===== config.mk =====
export PLATFORM = sky130hd
export DESIGN_NAME = am2904_shseq
export DESIGN_NICKNAME = d
export VERILOG_FILES = /design/src/rtl/am29xx_pkg.sv /design/src/rtl/am2904_shseq.sv
export SDC_FILE = /design/constraint.sdc
export NUM_CORES = 1
export LEC_CHECK = 0
export BUFFER_PORTS_ARGS = -buffer_cell sky130_fd_sc_hd__buf_2
export CORE_AREA = 2 2 58 60
export CTS_BUF_LIST = sky130_fd_sc_hd__clkbuf_8 sky130_fd_sc_hd__clkbuf_16
export DETAILED_ROUTE_END_ITERATION = 10
export DIE_AREA = 0 0 60 62
export PLACE_DENSITY = 0.77
export SETUP_SLACK_MARGIN = 0.05
export SLEW_MARGIN = 30
export SYNTH_ARGS = -nofsm -noshare
export SYNTH_HDL_FRONTEND = slang
export SYNTH_SLANG_ARGS = --single-unit

===== constraint.sdc =====
create_clock -name cp -period 1.62 [get_ports cp]
set_input_delay 0.324 -clock cp [delete_from_list [all_inputs] [get_ports cp]]
set_output_delay 0.324 -clock cp [all_outputs]
set_load 0.005 [all_outputs]

===== src/rtl/am29xx_pkg.sv =====
// Shared encodings for the Am2901/Am2904 sequencing blocks: FSM states and
// the fixed Am2904 I-field sub-codes driven during shift passes.
package am29xx_pkg;

    typedef enum logic [1:0] {
        ST_IDLE = 2'd0,
        ST_RUN  = 2'd1,
        ST_FIN  = 2'd2
    } shseq_state_e;

    localparam logic [1:0] CIN_ZERO      = 2'b00;
    localparam logic [1:0] SRC_MSR       = 2'b10;
    localparam logic [4:0] SH_UP_DBL_LNK = 5'b10100;

endpackage


===== src/rtl/am2904_shseq.sv =====
// Multi-cycle shift sequencer for an Am2904 and its Am2901 slices: runs one
// latched shift command for N cycles, optionally stopping early on CT.
module am2904_shseq
    import am29xx_pkg::*;
#(
    parameter int CNTW = 5
) (
    input  logic            cp,
    input  logic            rst_,
    input  logic            start,
    input  logic            abort,
    input  logic [4:0]      cmd_sh,
    input  logic [CNTW-1:0] cmd_cnt,
    input  logic            cmd_norm,
    input  logic [3:0]      cmd_cond,
    input  logic            ct,
    output logic [12:0]     i,
    output logic            se_,
    output logic            cem_,
    output logic            ceu_,
    output logic            oect_,
    output logic            alu_en,
    output logic            busy,
    output logic            done,
    output logic [CNTW-1:0] cnt_out
);

    shseq_state_e    state_q, state_d;
    logic [4:0]      sh_q, sh_d;
    logic [3:0]      cond_q, cond_d;
    logic            norm_q, norm_d;
    logic [CNTW-1:0] rem_q, rem_d;
    logic [CNTW-1:0] cnt_q, cnt_d;

    logic        shift_now;
    logic        ct_hit;
    logic [12:0] run_i;

    // ct only matters in normalize mode; abort overrides both ct and the shift
    assign ct_hit    = norm_q & ct;
    assign shift_now = (state_q == ST_RUN) & ~abort & ~ct_hit;
    assign run_i     = {CIN_ZERO, sh_q, SRC_MSR, cond_q};

    always_comb begin
        state_d = state_q;
        sh_d    = sh_q;
        cond_d  = cond_q;
        norm_d  = norm_q;
        rem_d   = rem_q;
        cnt_d   = cnt_q;
        case (state_q)
            ST_IDLE: begin
                if (start) begin
                    sh_d    = cmd_sh;
                    cond_d  = cmd_cond;
                    norm_d  = cmd_norm;
                    rem_d   = cmd_cnt;
                    cnt_d   = '0;
                    state_d = (cmd_cnt == '0) ? ST_FIN : ST_RUN;
                end
            end
            ST_RUN: begin
                if (shift_now) begin
                    rem_d = rem_q - CNTW'(1);
                    cnt_d = cnt_q + CNTW'(1);
                end
                if (abort || ct_hit || (shift_now && rem_q == CNTW'(1)))
                    state_d = ST_FIN;
            end
            ST_FIN:  state_d = ST_IDLE;
            default: state_d = ST_IDLE;
        endcase
    end

    always_ff @(posedge cp or negedge rst_) begin
        if (!rst_) begin
            state_q <= ST_IDLE;
            sh_q    <= '0;
            cond_q  <= '0;
            norm_q  <= 1'b0;
            rem_q   <= '0;
            cnt_q   <= '0;
        end else begin
            state_q <= state_d;
            sh_q    <= sh_d;
            cond_q  <= cond_d;
            norm_q  <= norm_d;
            rem_q   <= rem_d;
            cnt_q   <= cnt_d;
        end
    end

    always_comb begin
        i      = '0;
        se_    = 1'b1;
        cem_   = 1'b1;
        ceu_   = 1'b1;
        oect_  = 1'b1;
        alu_en = 1'b0;
        busy   = 1'b0;
        done   = 1'b0;
        case (state_q)
            ST_RUN: begin
                i      = run_i;
                se_    = ~shift_now;
                oect_  = ~norm_q;
                alu_en = shift_now;
                busy   = 1'b1;
            end
            ST_FIN: begin
                i    = run_i;
                busy = 1'b1;
                done = 1'b1;
            end
            default: ;
        endcase
    end

    assign cnt_out = cnt_q;

endmodule


# Word level (Yosys, flattened, before mapping)
# Cells that the tools add are included.
# Widths: inputs -> output; s select.
# word_totals
ff_bits	22
in_bits	20
# classes
n_addsub	2
eq_ne	6
n_mux	16
bitwise_logic	7
reduce_logical	10
# op_table
op	n
$mux 5	4
$pmux 5 s2	2
$mux 11	1
$mux 2	3
$add 5x1->5 const B	1
$eq 5x1->1 const B	1
$logic_not 5->1	1
$mux 1	5
$sub 5x1->5 const B	1
$ne 2x2->1 const B	2
$not 1->1	4
$pmux 2 s2	1
$reduce_and 2->1	2
$and 1x1->1	3
$reduce_and 3->1	1
$eq 2x1->1 const B	1
$eq 2x2->1 const B	1
$logic_not 2->1	1
$logic_or 1x1->1	2
$ne 2x1->1 const B	1
$reduce_bool 2->1	1
$reduce_or 2->1	1
$logic_and 1x1->1	1

# Longest topological paths before layout
# depth
ltp_word	7
ltp_mapped	7

# Least setup slack after synthesis
# No wires, ideal clock.
# synth_path
path_type	reg-to-reg
startpoint	reg rem_q[1]
endpoint	reg state_q[0]
setup_time_ns	0.121
arrival_time_ns	1.461
setup_slack_ns	0.038
stages_incl_launch_ff	6
n_path_buf	0
synth_period_minus_slack_ns	1.582
path_cell_list	dfrtp_1 inv_1 ha_1 or4b_4 a31o_1 a22o_1
# synth_via
elab_chain_cells	5
# synth_rtl
element	line	rtl
from (decl)	am2904_shseq.sv:32	logic [CNTW-1:0] rem_q, rem_d;
from (signal assigned)	am2904_shseq.sv:88	rem_q <= rem_d;
$eq 5x1->1	am2904_shseq.sv:67	if (abort || ct_hit || (shift_now && rem_q == CNTW'(1)))
$logic_and 1x1->1	am2904_shseq.sv:67	
$logic_or 1x1->1	am2904_shseq.sv:67	
$ne 2x1->1 (no line)	-	
$reduce_and 2->1 (no line)	-	
to (signal assigned)	am2904_shseq.sv:84	state_q <= state_d;
to (decl)	am2904_shseq.sv:28	shseq_state_e state_q, state_d;
# Every way passes these cells.
# A chain may end at the register's enable or synchronous reset.

# Worst setup path after layout
# layout_path
startpoint	reg state_q[1]
endpoint	out i[8]
# layout_via
elab_chain_cells	3
# layout_rtl
element	line	rtl
$eq 2x1->1 / $eq 2x2->1 (equally long branches)	am2904_shseq.sv:102	case (state_q)
$reduce_or 2->1 (no line) (*)	-	
$mux 11 (*)	am2904_shseq.sv:102	
to (decl)	am2904_shseq.sv:17	output logic [12:0] i,
# Mark *: on every way between the ends. The rest lies on a longest branch, timed or not.

==> summary.txt <==
Detailed routing
  – Remaining DRCs: 0
  – Drt via density: 5.250
  – Total wire length: 3447 um
  – Post-route ant nets: 0
  – Drt pass-1 iters: 4
  – Routed WL per cell: about 15 um
  – Iter 0 DRT Violations: 28
  – Via Count: around 1200

Hold path
  – Hold Crit Class: in2async

Global route
  – GR Util All Layers: 0.1814
  – GRT Residual Overflow: 0
  – First-pass GRT wire length: 5037 um
  – Initial antenna violation count: 0
  – Largest net degree at the start of global routing: 23
  – Number of global-route vias before repair: 1071

Yosys
  – Post-synthesis register bit count: 22
  – Area leader, netlist: dfrtp_1
  – Ys flop type: dfrtp_1
  – Synthesized instance count: 132
  – Synth warnings: 0
  – Mean post-synth cell area: 10.25 um2
  – Top cell type's share of synthesized area: 0.4070
  – Sequential-to-total area share from yosys stat: 0.4070
  – Post-synth EDFFs: 0
  – Synth area leaders: dfrtp_1, mux2_2, ha_1
  – Post-synthesis cell type count: 38
  – Ys async rst share: 1.000
  – Cell Area, Synth: 0.001353 mm2

Die
  – Die width: approximately 60 um
  – Io pins: 45
  – Initial Util: 0.4254
  – Die Span Y: 62 um
  – Die ar.: 0.003720 mm2
  – Core footprint: 0.003179 mm2
  – Row cnt: 21

Placed design
  – # port buffers: 39
  – Hpwl dp: 2339 um
  – Placed insts: between 200 and 250
  – Routability Congestion: around 0.84

Clock network
  – Clk_lat worst skew: around 270 ps
  – H-tree depth: 1
  – Maximum clock insertion buffer count: 2
  – CTS tree: built
  – Total CTS buffers: 3
  – CTS root buffer: clkbuf_8
  – Cts hold-fix bufs: 0
  – Clock sink count: 22
  – Clk slew on worst S/H paths: roughly 80 ps

Setup path
  – Reg2reg setup slack: 10 ps
  – Worst Setup SP: state_q[1]
  – WP data required: between 1000 and 1500 ps
  – Kind of critical path: reg2out
  – R2R cell count: 5
  – Worst Setup Start Kind: register
  – Slowest cell delay on critical path: 410 ps
  – Worst path arrival time: 1300 ps
  – Setup crit end kind: output port
  – CP max-delay cell: dfrtp_1
  – Reg2reg start: rem_q[1]
  – FF-to-FF End: state_q[0]
  – Crit-path leading delay family: flip-flops
  – Worst path bufs/invs: 2
  – CP cell instances: inv_2 > ha_4 > and2_1 > buf_2
  – Crit-path max FO: 10

Cells and area
  – Most common cell after layout, fill and taps aside: buf_2
  – Final Non-Filler Cells: roughly 230
  – Inserted Diodes: 0
  – Share of cells above drive strength 1: 0.5161
  – Final net count: 213
  – Register area: 551.8 um2
  – Most frequent cells in the layout: buf_2, dfrtp_1, buf_4
  – Area growth, synth to finish: 36.26%
  – Multi-input gate area: roughly 780 um2
  – FILL cells: 257

Timing
  – Unrepaired setup endpoints after global routing: true
  – # setup viols final: 1
  – Final Slew Violations: 0
  – Post-route minimum period: 1628 ps
  – Worst setup margin: -8.443 ps
  – Setup TNS: -8.443 ps
  – Max frequency: 614.1 MHz
  – Period utilisation layout: 1.005
  – Setup Skew: 5.228 ps
  – Hold Fails Final Rpt: 0

Outcome
  – Outcome: finished, violations left
  – Failing checks: negative setup slack

Job
  – Max Cap Viol: 0

Pwr
  – Power, Total: 3461 uW
  – Leakage power: 0.0008749 uW
  – Pwr dens: 1878 mW/mm2
  – Worst VDD drop: 1162 uV
[worst max-delay path by stage]
stage | end | slack, ps | depth (start not counted)
2_1_floorplan | state_q[0] | 80 | 5
4_1_cts | i[8] | -10 | 4
3_5_place_dp | state_q[0] | -20 | 5
3_3_place_gp | state_q[0] | 40 | 5
6_report | i[8] | -8 | 4
5_1_grt | i[3] | -50 | 4
[kinds of logic (layout without fill, tap and decap cells)]
group,count (synthesis),count (layout),share of synthesized area
other,2,5,0.005552
multiplexers,14,14,0.1138
adder cells (fa/ha/maj),6,6,0.05550
buffers and inverters,18,69,0.08881
AO/OA/AOI/OAI,23,23,0.1240
flip-flops,22,22,0.4070
AND/OR/NAND/NOR,45,45,0.1924
XOR/XNOR,2,2,0.01295
[synth_stat cells (2+ instances only)]
cell	n
a21oi_1	7
and2_1	9
buf_4	8
buf_6	3
conb_1	2
dfrtp_1	22
ha_1	6
inv_1	7
mux2_2	11
mux2i_1	3
nand2_1	6
nand2b_1	2
nand3_1	7
nand3b_1	2
nor2_1	4
nor2b_1	4
nor3_1	2
nor4_1	3
o21ai_0	3
o2bb2ai_1	2
xor2_1	2
[area by class of cell]
| type | instances | area share |
|---|---|---|
| Inverter | 7 | 0.01426 |
| Multi-Input combinational cell | 95 | 0.4223 |
| Tap cell | 46 | 0.03123 |
| Clock buffer | 3 | 0.02240 |
| Timing Repair Buffer | 58 | 0.1942 |
| Sequential cell | 22 | 0.2994 |
| Clock inverter | 1 | 0.01629 |
[metal layers]
metal  wire [um]  track usage  vias up
met3         165      0.02484        4
li1            -            -      565
met5           0            0        -
met2        1776       0.3012       55
met4          37      0.07302        0
met1        1468       0.2405      594
[registers in the layout, summed over array words and instances, names as in the netlist]
name,flops
rem_q,5
norm_q,1
state_q,2
cond_q,4
cnt_out,5
sh_q,5
[per-stage QoR]
| step | setup slack [ps] | area [um2] | hold slack (ps) | util |
|---|---|---|---|---|
| 6_report | -8.443 | 1843 | 14.30 | 0.5797 |
| 5_1_grt | -52.00 | 1843 | 43.70 | 0.5797 |
| 4_1_cts | -14.41 | 1758 | 30.36 | 0.5529 |
| 3_5_place_dp | -24.73 | 1610 | 319.3 | 0.5065 |
| 3_3_place_gp | 44.27 | 1610 | 314.1 | 0.5065 |
| 2_1_floorplan | 79.65 | 1364 | 28.41 | - |
[report_power, final]
| group | leakage, uW | switching, uW | internal, uW |
|---|---|---|---|
| combinational | 0.000572 | 912 | 1070 |
| sequential | 0.000267 | 179 | 786 |
| clock | 0.0000357 | 186 | 330 |
| total | 0.000875 | 1280 | 2180 |
[what timing repair did]
action,4_1_cts,5_1_grt
buffers inserted,4,5
gates resized for setup,13,14
pin swaps,4,5
endpoints found under the setup margin,35,24
Note: power is estimated with default switching activity, not from simulation.
